`config.mk`:
```
export PLATFORM = sky130hd
export DESIGN_NAME = mult_feeder
export DESIGN_NICKNAME = d
export VERILOG_FILES = /design/src/rtl/mult_pkg.sv /design/src/rtl/mult_feeder_fifo.sv /design/src/rtl/mult_feeder.sv
export SDC_FILE = /design/constraint.sdc
export NUM_CORES = 1
export LEC_CHECK = 0
export ABC_AREA = 0
export CORE_UTILIZATION = 45
export DETAILED_ROUTE_END_ITERATION = 10
export PLACE_DENSITY = 0.72
export SETUP_SLACK_MARGIN = 0.15
export SLEW_MARGIN = 20
export SYNTH_ARGS = -nofsm -noshare
export SYNTH_HDL_FRONTEND = slang
export SYNTH_SLANG_ARGS = --single-unit
```
`constraint.sdc`:
```
create_clock -name clk -period 2.4 [get_ports clk]
set_clock_uncertainty 0.15 [all_clocks]
set_input_delay 0.24 -clock clk [delete_from_list [all_inputs] [get_ports clk]]
set_output_delay 0.24 -clock clk [all_outputs]
set_load 0.02 [all_outputs]
```
`src/rtl/mult_pkg.sv`:
```
// Shared types and widths for the serial-multiplier feeder.
package mult_pkg;

  localparam int DATA_W = 8;
  localparam int PROD_W = 16;

  // Dispatch sequence: send both operands, wait for the product, fetch it, hold it for the client.
  typedef enum logic [2:0] {
    IDLE,
    PUT_A,
    PUT_B,
    WAIT,
    GET,
    HOLD
  } state_t;

endpackage

```
`src/rtl/mult_feeder_fifo.sv`:
```
// Operand-pair FIFO: power-of-two depth, head word always visible on rdata.
module mult_feeder_fifo #(
  parameter int WIDTH = 16,
  parameter int DEPTH = 4
) (
  input  logic             clk,
  input  logic             rst,
  input  logic             push,
  input  logic             pop,
  input  logic [WIDTH-1:0] wdata,
  output logic [WIDTH-1:0] rdata,
  output logic             full,
  output logic             empty
);

  localparam int PTR_W = $clog2(DEPTH);

  logic [WIDTH-1:0] mem [DEPTH];
  logic [PTR_W-1:0] wr_ptr;
  logic [PTR_W-1:0] rd_ptr;
  logic [PTR_W:0]   count;
  logic             do_push;
  logic             do_pop;

  // A full FIFO ignores push even if a pop happens on the same edge.
  assign do_push = push && !full;
  assign do_pop  = pop && !empty;

  assign full  = (count == (PTR_W+1)'(DEPTH));
  assign empty = (count == '0);
  assign rdata = mem[rd_ptr];

  // Pointers wrap naturally because DEPTH is a power of two; count tracks occupancy.
  always_ff @(posedge clk) begin
    if (rst) begin
      wr_ptr <= '0;
      rd_ptr <= '0;
      count  <= '0;
    end else begin
      if (do_push) wr_ptr <= wr_ptr + 1'b1;
      if (do_pop)  rd_ptr <= rd_ptr + 1'b1;
      case ({do_push, do_pop})
        2'b10:   count <= count + 1'b1;
        2'b01:   count <= count - 1'b1;
        default: count <= count;
      endcase
    end
  end

  // Storage array; contents are don't-care until written, so no reset.
  always_ff @(posedge clk) begin
    if (do_push) mem[wr_ptr] <= wdata;
  end

endmodule

```
`src/rtl/mult_feeder.sv`:
```
// Queues operand pairs and drives them one at a time through a serial multiplier,
// holding each product until the client takes it; flags a sticky error on timeout.
module mult_feeder
  import mult_pkg::*;
#(
  parameter int DEPTH   = 4,
  parameter int TIMEOUT = 64
) (
  input  logic              clk,
  input  logic              rst,
  input  logic              in_valid,
  output logic              in_ready,
  input  logic [DATA_W-1:0] in_a,
  input  logic [DATA_W-1:0] in_b,
  output logic              m_put,
  output logic [DATA_W-1:0] m_idata,
  output logic              m_get,
  input  logic              m_ready,
  input  logic              m_result_valid,
  input  logic [PROD_W-1:0] m_result,
  output logic              out_valid,
  input  logic              out_ready,
  output logic [PROD_W-1:0] out_prod,
  output logic              err,
  output logic              busy
);

  localparam int CNT_W = $clog2(TIMEOUT + 1);

  state_t              state;
  state_t              state_next;
  logic [2*DATA_W-1:0] head;
  logic                fifo_full;
  logic                fifo_empty;
  logic                fifo_pop;
  logic [CNT_W-1:0]    wait_cnt;
  logic                timeout_hit;

  mult_feeder_fifo #(
    .WIDTH(2 * DATA_W),
    .DEPTH(DEPTH)
  ) u_fifo (
    .clk  (clk),
    .rst  (rst),
    .push (in_valid),
    .pop  (fifo_pop),
    .wdata({in_a, in_b}),
    .rdata(head),
    .full (fifo_full),
    .empty(fifo_empty)
  );

  assign in_ready    = !fifo_full;
  assign busy        = (state != IDLE) || !fifo_empty;
  assign timeout_hit = (state == WAIT) && !m_result_valid
                       && (wait_cnt == CNT_W'(TIMEOUT - 1));

  // State register.
  always_ff @(posedge clk) begin
    if (rst) state <= IDLE;
    else     state <= state_next;
  end

  // Next-state and multiplier strobes; strobes and operand bus are zero outside the states that use them.
  always_comb begin
    state_next = state;
    m_put      = 1'b0;
    m_get      = 1'b0;
    m_idata    = '0;
    fifo_pop   = 1'b0;
    case (state)
      IDLE: begin
        if (!fifo_empty && m_ready) state_next = PUT_A;
      end
      PUT_A: begin
        m_put      = 1'b1;
        m_idata    = head[2*DATA_W-1:DATA_W];
        state_next = PUT_B;
      end
      PUT_B: begin
        m_put      = 1'b1;
        m_idata    = head[DATA_W-1:0];
        fifo_pop   = 1'b1;
        state_next = WAIT;
      end
      WAIT: begin
        if (m_result_valid)   state_next = GET;
        else if (timeout_hit) state_next = IDLE;
      end
      GET: begin
        m_get      = 1'b1;
        state_next = HOLD;
      end
      HOLD: begin
        if (out_ready) state_next = IDLE;
      end
      default: state_next = IDLE;
    endcase
  end

  // Wait-cycle counter restarts as each transaction enters WAIT; the error flag is sticky until reset.
  always_ff @(posedge clk) begin
    if (rst) begin
      wait_cnt <= '0;
      err      <= 1'b0;
    end else begin
      if (state == PUT_B) begin
        wait_cnt <= '0;
      end else if ((state == WAIT) && !m_result_valid) begin
        wait_cnt <= wait_cnt + 1'b1;
      end
      if (timeout_hit) err <= 1'b1;
    end
  end

  // Product register: loaded when fetched, held stable until the client accepts it.
  always_ff @(posedge clk) begin
    if (rst) begin
      out_valid <= 1'b0;
      out_prod  <= '0;
    end else if (state == GET) begin
      out_valid <= 1'b1;
      out_prod  <= m_result;
    end else if ((state == HOLD) && out_ready) begin
      out_valid <= 1'b0;
    end
  end

endmodule

```
==> qor.yml <==
cells_and_area:
  layout_common_cells: "edfxtp_1 (64), clkdlybuf4s50_1 (55), nand2_1 (37)"
  final_core_util_pct: 58.32
  final_common_cell: "edfxtp_1"
  nFillCells: 684
  drive_gt1_share_pct: 19.09
  area_growth_pct: 25.93
  insertedDiodeCount: 0
  num-nets-final: 413
power_and_ir_drop:
  p_comb_share_pct: 25.0
  leakage_uw: 0.001719
  vdd.ir_drop.worst_v: 0.0003356
  p_seq_share_pct: 50.9
  netSwitchingFraction_pct: 29.04
  internal_power_uw: 2808
  switchingPower_uw: 1149
  p_clk_share_pct: 24.1
  cellPowerDensity_mw_per_mm2: 777.9
yosys:
  ys.flop_type: "edfxtp_1"
  ys_ff_latch: 101
  syn_inst: 288
  synth-xor-area-share_pct: 0.8674
  synth-compound-area-share_pct: 8.364
  yosys.area_share.simple_pct: 10.13
  synth.mux.area_fraction_pct: 8.922
  netlist-cell-type-count: 37
  synth-warning-count: 0
  async_reset_ff_share_pct: 0
  synth_top_family_by_area: "simple AND/OR/NAND/NOR gates"
  synth.avg_cell_area_um2: 14.02
  yosysSeqAreaShare_pct: 65.92
  syn-num-nets: 333
  synthesis.area_mm2: 0.004039
  synth_edf_count: 64
  synthAdderAreaFrac_pct: 2.354
grt:
  grt_pass1_vias: 2604
  grt_antenna_before_repair: 0
  grtUsageTotal_pct: 17.29
  grt_pass1_wl_mm: 12.64
  grt_max_degree: 22
  grt_overflow: 0
floorplan:
  fp.dieH_um: 96.74
  core-area_mm2: 0.008721
  dieArea_mm2: 0.009358
  rows: 34
  dieWidth_um: 96.74
  io_pins: 68
  initial_core_util_pct: 46.31
timing:
  hold_violations: 0
  setup-tns-final_ps: 0
  whs_ps: 263.2
  setup_violations: 0
  relSlewSlack_pct: 69.08
  rsz0062_at_grt: "yes"
  drv_slew: 0
  period_needed_ps: 2236
  max_freq_mhz: 447.3
  period_share_pct: 93.15
  worst_pin_slew_ps: 460.3
worst_setup_path:
  cpPeakStageDelay_ps: 420
  cp_slowest_cell: "or3b_4"
  crit_fanout: 2
  startpoint_type: "register"
  worstSetupEndpointType: "register"
  crit_chain: "or3b_4 -> nor2_4 -> ha_4 -> inv_1 -> fa_2 -> xor2_1 -> or3_4 -> a21oi_2"
  worstPathArrival_ps: 2380
  required_ps: 2540
  critPathKind: "register to register"
routing:
  drc: 0
  viasPerCell: 5.292
  routed_wl_mm: 7.572
  first_pass_iters: 4
  ant_nets: 0
  drtIter0Drc: 107
  wl_per_cell_um: 15.78
  vias: 2540
worst_hold_path:
  min_path_type: "primary input to register"
place:
  hpwl_mm: 5.058
  portBuffers: 67
  gp_congestion: 0.7554
clock_tree:
  clkSinkCount: 101
  ctsHtreeMaxLevel: 3
  ctsHoldBuffers: 0
  clock_path_buffers: 2
  numCtsBuffers: 9
  clk_latency_ps: 360
  cts_tree: "built"
  clockRootBuffer: "clkbuf_8"
  path_clk_slew_ps: 90
run:
  cap_violations: 0
run_status:
  status: "complete, no violations"
==> area by class of cell <==
class | instances | area, um^2 | share of cell area, %
Inverter | 11 | 42.54 | 0.8364
Clock inverter | 5 | 42.54 | 0.8364
Clock buffer | 10 | 127.6 | 2.509
Tap cell | 108 | 135.1 | 2.657
Multi-Input combinational cell | 160 | 1271 | 24.99
Sequential cell | 101 | 2674 | 52.57
Timing Repair Buffer | 85 | 793.3 | 15.60
==> state kept, by name (all words and copies together) (netlist names), named ones only <==
signal,cells
u_fifo.mem,64
out_prod,16
wait_cnt,7
state,3
u_fifo.count,3
u_fifo.rd_ptr,2
u_fifo.wr_ptr,2
err,1
out_valid,1
==> through the flow <==
stage / total power, uW / instances / cell area, um^2 / setup WS [ps]
6_report: 3957 / 480 / 5086 / 164.5
5_1_grt: 4161 / 480 / 5086 / 80.63
4_1_cts: 3991 / 480 / 5061 / 151.2
3_5_place_dp: 3089 / 463 / 4895 / 175.0
3_3_place_gp: 3064 / 463 / 4895 / 189.4
2_1_floorplan: 2668 / 288 / 4063 / 158.0
==> critical path, delay by kind of cell (launching register included) <==
kind / cells / cell delay (ps)
adders and majority gates: 2 / 470
xor gates and xnor gates: 1 / 160
buffers and inverters: 1 / 50
AOI/OAI and AO/OA: 1 / 110
DFF: 1 / 320
and+or+nand+nor: 3 / 910
==> final timing paths <==
| path | endpoint | cells after the start | slack [ps] | start |
|---|---|---|---|---|
| worst min-delay path | out_prod[10] | 3 | 260 | m_result[10] |
| worst max register to register | u_fifo.count[2] | 8 | 160 | state[0] |
| worst max-delay path | u_fifo.count[2] | 8 | 160 | state[0] |
| worst min register to register | err | 2 | 300 | err |
==> power groups by stage <==
stage,Clock (uW),Sequential (uW),Combinational (uW)
6_report,952,2010,990
5_1_grt,1060,2030,1080
4_1_cts,982,2010,998
3_5_place_dp,0,2040,1040
3_3_place_gp,0,2040,1030
2_1_floorplan,0,2040,625
==> per-layer routing <==
layer | track usage (%) | vias to the layer above | routed length (um)
met4 | 6.315 | 0 | 116
li1 | - | 1234 | -
met1 | 21.77 | 1251 | 3184
met5 | 0 | - | 0
met3 | 4.552 | 8 | 385
met2 | 28.76 | 47 | 3886
==> cell families (layout without fill, tap and decap cells) <==
group | after synthesis | in the layout
flip-flops | 101 | 101
XOR/XNOR | 4 | 4
multiplexers | 16 | 16
AND/OR/NAND/NOR | 78 | 78
adder cells (fa/ha/maj) | 7 | 7
buffers and inverters | 27 | 111
AO/OA/AOI/OAI | 55 | 55
==> cells in the mapped netlist (2+ instances only) <==
cell / count / area (um^2)
buf_1: 3 / 11.26
inv_1: 10 / 37.54
dfxtp_1: 37 / 740.7
xor2_1: 3 / 26.28
ha_1: 6 / 75.07
o21ai_0: 4 / 20.02
nor2_1: 8 / 30.03
a311oi_1: 3 / 26.28
a21oi_1: 32 / 160.2
and3_1: 4 / 25.02
or3_1: 5 / 31.28
nand4_1: 2 / 12.51
mux4_2: 16 / 360.4
nand3b_1: 2 / 15.01
a21o_1: 3 / 22.52
o31ai_1: 4 / 30.03
clkbuf_1: 4 / 15.01
nand3_1: 3 / 15.01
nand2b_1: 2 / 12.51
a22o_1: 8 / 70.07
or3b_1: 3 / 26.28
buf_6: 4 / 45.04
or4_1: 4 / 30.03
edfxtp_1: 64 / 1922
nand2_1: 38 / 142.6
buf_2: 5 / 25.02
==> what timing repair did <==
action,4_1_cts,5_1_grt
pin swaps,1,1
resized for setup,39,10
setup buffers,1,0
cloned,1,0
endpoints found under the setup margin,12,3
Power figures use the tool's default switching activity.
==> RTL change 1, RTL diff (config.mk and constraints unchanged) <==
Change the package constant `PROD_W` from 16 to 32.
--- a/src/rtl/mult_pkg.sv
+++ b/src/rtl/mult_pkg.sv
@@ -4,3 +4,3 @@
   localparam int DATA_W = 8;
-  localparam int PROD_W = 16;
+  localparam int PROD_W = 32;
 
Interface: changed (resized m_result and out_prod); port bits go from 68 to 100. The function was not compared with the original's and may differ.
==> RTL change 1 against the original RTL <==
Area after synthesis increased by 13%; setup slack got worse by 0.14 ns; global-route usage is 2.7 points higher; first-iteration DRC count up 110%; final area rose by 26%; routed wire length grew 31%; sequential cell count increased by 16; total power grew 47%.
==> RTL change 1: results (changes against the original RTL) <==
outcome:
  status: "complete, no violations"
global_route:
  grt_use_met2_pct: 34.10  # +5.3 points
  grt_pass1_wl_mm: 15.24  # +21%
  use_met1_pct: 23.43  # +1.7 points
  grt_pass1_vias: 3114  # +20%
  grt.met3_usage_pct: 5.559  # +1.0 points
  grt_usage_pct: 20.03  # +2.7 points
power_and_ir_drop:
  cellLeakagePower_nw: 2.196  # +28%
  ir_drop_mv: 0.6801  # +100%
cts:
  cts.clk_slew.worst_paths_ns: 0.06  # -0.03 ns
  clock_latency_ns: 0.52  # +0.16 ns
critical_path:
  worstPathMaxFanout: 8  # +6
  reg2reg_depth: 9  # +1
  r2r-start: "u_fifo.count[0]$_SDFFE_PP0P_"
route:
  met2WireLength_mm: 5.270  # +36%
  wl_per_cell_microns: 15.98  # +1.3%
  met1_length_mm: 4.061  # +28%
  dr.first_iter.drc_count: 224  # +110%
  vias: 3153  # +24%
final_layout:
  nNetsFinal: 536  # +30%
  layoutNonFillerInstCount: 621  # +29%
  drive_gt1_share_pct: 19.26  # +0.18 points
placed_design:
  dp_cells: 586  # +27%
  hpwl_mm: 6.241  # +23%
  placed_area_sq_um: 5758  # +18%
  portBuffers: 99  # +48%
timing:
  holdWs_ns: 0.1106  # -0.1526 ns
  max_freq_mhz: 420.3  # -6.0%
synthesis:
  syn_inst: 362  # +26%
  synth-adder-area-share_pct: 2.075  # -0.28 points
  synth_mux_area_share_pct: 8.108  # -0.81 points
  synthTopCellsByArea: "edfxtp_1, dfxtp_1, mux4_2"
  synth_common_cells: "nand2_1, edfxtp_1, dfxtp_1"
  syn_nets: 423  # +27%
worst_hold_path:
  whs_endpoint: "out_prod[13]$_SDFFE_PP0P_"
## RTL change 1: cell types whose count changed after synthesis, sizes merged, moves of 4 or more
cell and delta:
a21oi +8, a22o -8, a22oi +8, clkbuf +5, dfxtp +16, nand2 +34, nor2 +16, or4 -4
xnor2 +5
## RTL change 1: power breakdown
group / total, mW / switching (mW) / internal [mW]
Sequential: 2.31 / 0.0608 / 2.24
Combinational: 1.11 / 0.585 / 0.522
Clock: 2.41 / 0.923 / 1.48
## RTL change 1: worst max-delay path: stages, from the launching register on
cell and delay [ns]:
dfxtp_4 0.39, buf_12 0.15, mux4_2 0.51, a22oi_2 0.20, nor2_1 0.06, buf_2 0.16
## RTL change 1: area by class of cell
class,instances,area [sq um]
Tap cell,133,166.4
Clock buffer,18,417.9
Clock inverter,14,148.9
Multi-Input combinational cell,213,1493
Fill cell,748,3422
Timing Repair Buffer,116,1137
Inverter,10,45.04
Sequential cell,117,2989
==> RTL change 2, RTL diff (config.mk and constraints unchanged) <==
Without the edit above. Re-encode `state_t` (6 states) as one-hot, 6 bits wide.
--- a/src/rtl/mult_pkg.sv
+++ b/src/rtl/mult_pkg.sv
@@ -7,9 +7,9 @@
   // Dispatch sequence: send both operands, wait for the product, fetch it, hold it for the client.
-  typedef enum logic [2:0] {
-    IDLE,
-    PUT_A,
-    PUT_B,
-    WAIT,
-    GET,
-    HOLD
+  typedef enum logic [5:0] {
+    IDLE  = 6'b000001,
+    PUT_A = 6'b000010,
+    PUT_B = 6'b000100,
+    WAIT  = 6'b001000,
+    GET   = 6'b010000,
+    HOLD  = 6'b100000
   } state_t;
Function: no difference found for any inputs over 10 cycles, from zero or initial values and one cycle with rst high; not proved beyond that.
==> RTL change 2 against the original RTL <==
Clock power grew 32%; final area increased by 8.6%; hold slack lost 0.0060 ns; synthesized cell count increased by 12%; utilization is 1.7 points higher; area after synthesis increased by 4.9%; setup slack got worse by 0.012 ns; sequential cell count grew 3; total power fell by 4.1%; routed wire length rose by 13%; count of clock-buffer cells in the layout decreased by 1; via count grew 9.2%.
==> RTL change 2: results (changes against the original RTL) <==
synthesis:
  syn_nets: 367  # +10%
  ys_types: 44  # +19%
  synth_common_cells: "edfxtp_1, nand2_1, dfxtp_1"
  synth_edf_count: 64  # unchanged
  synthXorXnorAreaFrac_pct: 2.275  # +1.4 points
  seq_area_frac_synth_pct: 64.28  # -1.6 points
  synth-adder-area-share_pct: 2.245  # -0.11 points
  synth_warnings: 0  # unchanged
  async_reset_ff_share_pct: 0  # unchanged
  synth_mux_area_share_pct: 8.508  # -0.41 points
  synth_compound_area_share_pct: 5.731  # -2.6 points
  synthTopCellsByArea: "edfxtp_1, dfxtp_1, mux4_2"
cts:
  cts.clk_slew.worst_paths_ns: 0.10
  h-tree-depth: 3  # unchanged
  numCtsBuffers: 9  # unchanged
  clockBufferDepth: 2  # unchanged
  clock_latency_ns: 0.37
  root_buffer: "clkbuf_8"
critical_path:
  cp_data_arrival_time_ns: 2.40  # +0.02 ns
  slowest_delay_ns: 0.39  # -0.03 ns
  worstPathMaxFanout: 2  # unchanged
  reg2reg_depth: 9  # +1
  worst_setup_path_start_kind: "flop"
  path_delay_family: "simple AND/OR/NAND/NOR gates"
  crit_slowest_cell: "or3b_4"
  r2r-start: "u_fifo.count[0]$_SDFFE_PP0P_"
final_layout:
  n_antenna_cell: 0  # unchanged
  reg_top3: "u_fifo.mem (64), out_prod (16), wait_cnt (7)"
  nNetsFinal: 457  # +11%
  drive_gt1_share_pct: 25.66  # +6.6 points
route:
  dr.first_iter.drc_count: 59  # -45%
  vias_per_cell: 5.254  # -0.72%
  ant_nets: 0  # unchanged
  firstDrtPassIters: 4  # unchanged
  wl_per_cell_microns: 16.15  # +2.4%
placed_design:
  hpwl_mm: 5.601  # +11%
  gp_congestion: 0.7764  # +2.8%
  portBuffers: 67  # unchanged
  placed_area_sq_um: 5116  # +4.5%
global_route:
  grt_pass1_wl_mm: 13.74  # +8.7%
  grt_usage_pct: 18.72  # +1.4 points
  grt_start_max_net_pins: 20  # -9.1%
  grt_antenna_before_repair: 0  # unchanged
  grt_pass1_vias: 2767  # +6.3%
worst_hold_path:
  hold_path_depth: 3  # unchanged
  hp-class: "in -> reg"
  min_from: "m_result[4]"
power_and_ir_drop:
  cellLeakagePower_nw: 1.929  # +12%
  ir_drop_mv: 0.4200  # +25%
outcome:
  status: "complete, no violations"
timing:
  tightestPinTransition_ns: 0.8966  # +0.4363 ns
[RTL change 2: cell types whose count changed after synthesis, moves of 4 or more]
cell     change
a21oi_1      -9
a22o_1       -8
nand3_1      +8
o31ai_1      -4
or4_1        -4
buf_6        -4
inv_1        +7
xor2_1       +4
nor2_1       +7
o21ai_0     +10
[RTL change 2: timing repair]
| action | 4_1_cts | 5_1_grt |
|---|---|---|
| buffers inserted | 6 | 6 |
| hold buffers | 0 | 0 |
| setup endpoints to repair | 12 | 12 |
| pin swaps | 2 | 7 |
| hold endpoints to repair | 0 | 0 |
| resized for setup | 57 | 24 |
| cloned | 1 | 0 |
[RTL change 2: report_power, final]
group	internal (mW)	total [mW]	switching (mW)
combinational	0.253	0.508	0.255
sequential	1.97	2.02	0.0498
clock	0.615	1.26	0.649
total	2.84	3.79	0.954
[RTL change 2: worst reg2reg max path, cell delays in order (launching register included)]
cell     delay (ns)
dfxtp_4        0.36
or3b_4         0.39
and2_4         0.16
inv_4          0.06
ha_4           0.13
inv_2          0.03
fa_2           0.33
xor2_1         0.15
or3_1          0.30
a21oi_1        0.13
[RTL change 2: logic make-up after synthesis]
| kind of cell | count (synthesis) |
|---|---|
| and+or+nand+nor | 107 |
| muxes | 16 |
| xor gates and xnor gates | 11 |
| adders and majority gates | 7 |
| DFF | 104 |
| AOI/OAI and AO/OA | 44 |
| buffers and inverters | 33 |
[RTL change 2: area by class of cell]
cell class | count | area (sq um)
inverters | 18 | 70.07
well taps | 111 | 138.9
repair buffers | 94 | 895.9
flip-flops and latches | 104 | 2739
multi-input cells | 185 | 1443
clock inverters | 7 | 111.4
fillers | 739 | 3675
clock buffers | 9 | 123.9
[RTL change 2: through the flow]
step / std cells / setup WS (ns)
6_report: 528 / 0.1522
5_1_grt: 528 / 0.06265
4_1_cts: 522 / 0.1126
3_5_place_dp: 499 / 0.05771
3_3_place_gp: 499 / 0.1390
2_1_floorplan: 322 / 0.09703
[RTL change 2: path summary, 6_finish.rpt]
path | slack [ns] | end
worst min register to register | 0.31 | err$_SDFFE_PP0P_
worst max register to register | 0.15 | u_fifo.count[2]$_SDFFE_PP0P_
worst min-delay path | 0.26 | out_prod[4]$_SDFFE_PP0P_
worst max-delay path | 0.15 | u_fifo.count[2]$_SDFFE_PP0P_
[RTL change 2: layer usage]
metal  global-route usage (%)  share of wire [%]
met1                    23.03                 43
met2                    31.95                 51
met3                    3.617                4.7
met4                    8.726                1.8
met5                        0                  0
